$ cat src/rtl/eth_egress_pkt_arb.sv
// Packet-granular weighted round-robin arbiter for the Ethernet egress stream.
// Port 0 (CHDR) may take up to CHDR_BURST packets while port 1 (CPU) waits.
module eth_egress_pkt_arb #(
   parameter int unsigned ENET_W     = 64,
   parameter int unsigned USER_W     = 4,
   parameter int unsigned CHDR_BURST = 4
) (
   input  logic              clk,
   input  logic              rst_n,
   input  logic [ENET_W-1:0] s0_tdata,
   input  logic [USER_W-1:0] s0_tuser,
   input  logic              s0_tlast,
   input  logic              s0_tvalid,
   output logic              s0_tready,
   input  logic [ENET_W-1:0] s1_tdata,
   input  logic [USER_W-1:0] s1_tuser,
   input  logic              s1_tlast,
   input  logic              s1_tvalid,
   output logic              s1_tready,
   output logic [ENET_W-1:0] m_tdata,
   output logic [USER_W-1:0] m_tuser,
   output logic              m_tlast,
   output logic              m_tvalid,
   input  logic              m_tready,
   output logic [1:0]        active_port
);

   localparam logic [7:0] BurstMax = 8'(CHDR_BURST);

   typedef enum logic [1:0] {StIdle, StPass0, StPass1} state_e;

   state_e     state_q, state_d;
   logic [7:0] burst_cnt_q, burst_cnt_d;
   // CPU was already waiting when the current CHDR packet was granted
   logic       s1_wait_q, s1_wait_d;

   always_ff @(posedge clk or negedge rst_n) begin
      if (!rst_n) begin
         state_q     <= StIdle;
         burst_cnt_q <= 8'd0;
         s1_wait_q   <= 1'b0;
      end else begin
         state_q     <= state_d;
         burst_cnt_q <= burst_cnt_d;
         s1_wait_q   <= s1_wait_d;
      end
   end

   always_comb begin
      state_d     = state_q;
      burst_cnt_d = burst_cnt_q;
      s1_wait_d   = s1_wait_q;
      m_tdata     = '0;
      m_tuser     = '0;
      m_tlast     = 1'b0;
      m_tvalid    = 1'b0;
      s0_tready   = 1'b0;
      s1_tready   = 1'b0;
      active_port = 2'b00;

      case (state_q)
         StIdle: begin
            if (s0_tvalid && !(s1_tvalid && (burst_cnt_q == BurstMax))) begin
               state_d   = StPass0;
               s1_wait_d = s1_tvalid;
               if (!s1_tvalid) begin
                  burst_cnt_d = 8'd0;
               end
            end else if (s1_tvalid) begin
               state_d = StPass1;
            end
         end

         StPass0: begin
            m_tdata     = s0_tdata;
            m_tuser     = s0_tuser;
            m_tlast     = s0_tlast;
            m_tvalid    = s0_tvalid;
            s0_tready   = m_tready;
            active_port = 2'b10;
            if (s0_tvalid && m_tready && s0_tlast) begin
               state_d = StIdle;
               if (s1_wait_q && (burst_cnt_q < BurstMax)) begin
                  burst_cnt_d = burst_cnt_q + 8'd1;
               end
            end
         end

         StPass1: begin
            m_tdata     = s1_tdata;
            m_tuser     = s1_tuser;
            m_tlast     = s1_tlast;
            m_tvalid    = s1_tvalid;
            s1_tready   = m_tready;
            active_port = 2'b11;
            if (s1_tvalid && m_tready && s1_tlast) begin
               state_d     = StIdle;
               burst_cnt_d = 8'd0;
            end
         end

         default: state_d = StIdle;
      endcase
   end

endmodule

$ cat config.mk
export PLATFORM = sky130hd
export DESIGN_NAME = eth_egress_pkt_arb
export DESIGN_NICKNAME = d
export VERILOG_FILES = /design/src/rtl/eth_egress_pkt_arb.sv
export SDC_FILE = /design/constraint.sdc
export NUM_CORES = 1
export LEC_CHECK = 0
export CORE_AREA = 2 2 83 85
export CTS_BUF_LIST = sky130_fd_sc_hd__clkbuf_4 sky130_fd_sc_hd__clkbuf_8
export DETAILED_ROUTE_END_ITERATION = 10
export DIE_AREA = 0 0 85 87
export DONT_BUFFER_PORTS = 1
export PLACE_DENSITY_LB_ADDON = 0.3
export SETUP_SLACK_MARGIN = 0.02
export SYNTH_ARGS = -nofsm -noshare
export SYNTH_HDL_FRONTEND = slang
export SYNTH_SLANG_ARGS = --single-unit
$ cat constraint.sdc
create_clock -name clk -period 1.8 [get_ports clk]
set_input_delay 0.27 -clock clk [delete_from_list [all_inputs] [get_ports clk]]
set_output_delay 0.27 -clock clk [all_outputs]
set_load 0.1 [all_outputs]
* Yosys cells after proc, flatten, opt, wreduce, memory -nomap -nowiden
Cells that the tools add are included.
Storage, ports and cells: output and inout bits 74, flip-flop bits (word level) 11, input port bits 143
Operators by class: equality and inequality tests 9, add/sub/neg operators 1, reduce and logical (&&, ||, !) cells 13, mux-type cells 18, magnitude comparators 1
Operators with widths (count):
- case mux 64 bit (2 select lines) | 1
- 2-to-1 mux 8 bit | 5
- case mux 8 bit (3 select lines) | 1
- inequality test 2 bit, second input constant | 5
- adder 8 x 1 -> 8 bit, second input constant | 1
- equality test 8 x 3 -> 1 bit, second input constant | 1
- less-than comparator 8 x 3 -> 1 bit, second input constant | 1
- 2-to-1 mux 2 bit | 4
- case mux 4 bit (2 select lines) | 1
- logical AND 1 bit | 7
- case mux 2 bit (3 select lines) | 1
- AND reduction 6 bit | 1
- case mux 1 bit (2 select lines) | 2
- case mux 2 bit (2 select lines) | 1
- inequality test 3 bit, second input constant | 1
- AND reduction 3 bit | 1
- nonzero test 3 bit | 1
- equality test 2 x 1 -> 1 bit, second input constant | 1
- equality test 2 bit, second input constant | 1
- logical NOT 2 bit | 1
- 2-to-1 mux 1 bit | 2
- AND reduction 2 bit | 1
- logical NOT 1 bit | 1

* Depth between registers and ports, before layout
depth in word-level cells 6, depth in mapped cells 6, mapped depth without buffers 5

* Worst setup path after synthesis
OpenSTA, ideal clock, no wires.
path kind reg2out, start point register state_q[1], end point output m_tdata[0], cell stages (with the launch flop) 5, setup slack -1498 ps, arrival time 3028 ps, cells stage by stage dfrtp_1 inv_1 ha_1 clkbuf_1 nor2b_1
Between the ends: word-level cells in the longest chain between the ends 2, elaborated cells on any way between the ends 3, those cells by class 2 x eq/ne; 1 x mux
Ends and longest elaborated chain:
- from (decl) | line 32 | state_e state_q, state_d;
- from (signal assigned) | line 39 | state_q <= StIdle;
- from (signal assigned) | line 43 | state_q <= state_d;
- equality test 2 bit or equality test 2 x 1 -> 1 bit (tied branches) | line 61 | case (state_q)
- case mux 64 bit (2 select lines) (*) | line 61
- to (decl) | line 20 | output logic [ENET_W-1:0] m_tdata,
Mark *: on every way between the ends. The rest lies on a longest branch, timed or not.

* Worst setup path in the final report
start point register state_q[1], end point output m_tdata[38]
The elaborated chain is that of the path after synthesis.

==> metrics.md <==
| Metric | Value |
|---|---|
| Largest cells by area after synthesis | `a22oi_1 31%, nor2b_1 26%, dfrtp_1 16%` |
| Post-DRT Antenna Nets | `0` |
| Critical path origin | `state_q[1]$_DFFE_PN0P_` |
| Standard-cell rows | `30` |
| TritonCTS buffer count | `3` |
| Max cap viols | `0` |
| WHS | `167.1 ps` |
| Antenna cells | `0` |
| Clock-pin slew on the worst setup and hold paths | `50 ps` |
| DRT Pass-1 Iters | `4` |
| Setup CP Type | `register to output pin` |
| Hpwl dp | `5951 um` |
| Initial antenna violation count | `0` |
| Root Buffer | `clkbuf_8` |
| Finish-stage setup viols | `72` |
| CTS HTree Levels | `1` |
| Via count | `2148` |
| Worst Setup Start Kind | `register` |
| Maximum clock frequency | `0.5066 GHz` |
| Core Area | `0.006569 mm^2` |
| Final Cycle Share | `1.097` |
| CTS Sinks | `11` |
| First-pass GRT wire length | `11480 um` |
| Multi-input logic area | `0.002058 mm^2` |
| Mapped cell area | `0.001688 mm^2` |
| Main synth FF type | `dfrtp_1` |
| Non-Filler Instances | `378` |
| CTS tree | `done` |
| RR Endpoint | `state_q[0]$_DFFE_PN0P_` |
| Register-to-Register Path Depth | `7` |
| Placed Cells incl. Taps | `359` |
| Yosys warning total | `0` |
| Post-synth top area cell | `a22oi_1` |
| Synth Register Bits | `11` |
| Initial Util | `0.2570` |
| Worst setup margin | `-174.1 ps` |
| Final Max Slew Viols | `0` |
| Post-Syn Area per Cell | `7.637 um^2` |
| Final Hold Vio Count | `0` |
| Endpoint class of the critical path | `output pin` |
| Layout area overhead | `159.2%` |
| Synth cell types | `29` |
| Crit-path max FO | `10` |
| Die area | `0.007395 mm^2` |
| Fill cells | `446` |
| Post-synth top cells | `70 x a22oi_1, 70 x nor2b_1, 17 x clkbuf_1` |
| EDFF count, synth | `0` |
| RSZ-0062 raised after global routing | `true` |
| Failing checks | `negative setup slack` |
| Worst hold-check path type | `primary input to register` |
| Status | `finished, violations left` |
| Synth Net Count | `371` |
| Fin crit period | `1974 ps` |
| Worst-Skew Late Latency | `250 ps` |
| Synth top area share | `0.3113` |
| Worst-Margin Slew | `494.9 ps` |
| Die X | `85 um` |
| Largest net degree at the start of global routing | `31` |
| Worst setup endpoint | `m_tdata[38]` |
| Share of cells above drive strength 1 | `0.7819` |
| Top-level I/O count | `217` |
| Via/cell ratio | `5.683` |
| Drt first-iter violations | `56` |
| Slew margin rel. | `0.6690` |
| # DRC | `0` |
| Post-synthesis sequential area ratio | `0.1631` |
| Clock tree buffer depth | `2` |
| Post-synthesis instance total | `221` |
| Data arrival, critical path | `1700 ps` |
| Die height | `87 um` |
| Setup Skew | `6.700 ps` |
| Total gr overflow | `0` |
| Final GP Congestion | `0.7900` |
| Async SR Flop Fraction | `1.000` |
| WL final | `8409 um` |
| Register area | `276.5 um^2` |
| Wire per inst | `22.25 um` |
| FF-to-FF Start | `state_q[0]$_DFFE_PN0P_` |
| Vias in the first global route | `2116` |
| Tot GR Track Use | `0.1948` |
| Final Net Count | `449` |
| Hold path startpoint | `s1_tvalid` |
| Setup slack, reg-to-reg | `60 ps` |
| Req. time, crit path | `1530 ps` |
| I/O Buffers | `0` |
[per-stage QoR]
| step | setup TNS [ps] | utilization | area (um^2) | worst slack (ps) |
|---|---|---|---|---|
| 2_1_floorplan | -19530 | - | 2197 | -524.1 |
| 3_3_place_gp | 0 | 0.5733 | 3766 | 56.62 |
| 3_5_place_dp | -32.56 | 0.5733 | 3766 | -32.56 |
| 4_1_cts | -8232 | 0.6234 | 4095 | -147.0 |
| 5_1_grt | -13280 | 0.6661 | 4375 | -241.1 |
| 6_report | -8799 | 0.6661 | 4375 | -174.1 |
[worst max-delay path: stages, from the launching register on]
cell and delay (ps):
dfrtp_2 430, inv_4 60, ha_4 350, buf_12 140, buf_16 120, nor2b_4 170
buf_12 180
[logic make-up after synthesis]
logic type | synth area share
multiplexers | 0.01334
buffers and inverters | 0.06894
AO/OA/AOI/OAI | 0.3677
adder cells (fa/ha/maj) | 0.05189
flip-flops | 0.1631
AND/OR/NAND/NOR | 0.3351
[state kept, by name (all words and copies together), names as in the netlist]
signal / flops
state_q: 2
s1_wait_q: 1
burst_cnt_q: 8
[placed cells by master (no fill, tap or decap), drive strengths merged]
cell type,Yosys,routed
a22oi,71,71
buf,6,91
a41oi,1,1
nor2,1,1
nor4,1,1
nand2b,3,3
dlygate4sd3,0,1
a221oi,1,1
nor2b,70,70
clkbuf,17,7
nand3,2,2
nand2,1,1
and3,1,1
dfrtp,11,11
a31oi,2,2
and4bb,1,1
and2,7,7
ha,7,7
inv,7,7
a22o,1,1
a31o,1,1
a21oi,4,4
and4,1,1
mux2,2,2
o21ai,1,1
clkinv,0,1
nor4b,1,1
[timing repair]
| action | 4_1_cts | 5_1_grt |
|---|---|---|
| resized for setup | 40 | 27 |
| cloned | 2 | 6 |
| pin swaps | 1 | 6 |
| setup buffers | 3 | 3 |
| endpoints found under the setup margin | 73 | 73 |
| hold endpoints to repair | 11 | 0 |
| hold buffers | 1 | 0 |
[worst min path at each step]
stage / to / depth (start not counted)
2_1_floorplan: burst_cnt_q[0]$_DFFE_PN0P_ / 0
3_3_place_gp: s1_wait_q$_DFFE_PN0P_ / 0
3_5_place_dp: burst_cnt_q[0]$_DFFE_PN0P_ / 0
4_1_cts: s1_wait_q$_DFFE_PN0P_ / 1
5_1_grt: s1_wait_q$_DFFE_PN0P_ / 1
6_report: s1_wait_q$_DFFE_PN0P_ / 1
[per-layer routing]
metal / part of all wire / vias up / global-route usage
li1: - / 968 / -
met1: 0.37 / 1072 / 0.2311
met3: 0.059 / 5 / 0.02844
met5: 0 / - / 0
met2: 0.57 / 103 / 0.3707
met4: 0.0068 / 0 / 0.03896
[final cells by class]
type,count,area share
Clock inverter,1,0.001144
Timing Repair Buffer,96,0.4264
Clock buffer,3,0.009437
Sequential cell,11,0.06320
Tap cell,80,0.02288
Multi-Input combinational cell,180,0.4704
Inverter,7,0.006577
Power is not shown: default switching activity piles up to over one toggle a cycle in this logic, so the estimate is an artifact.
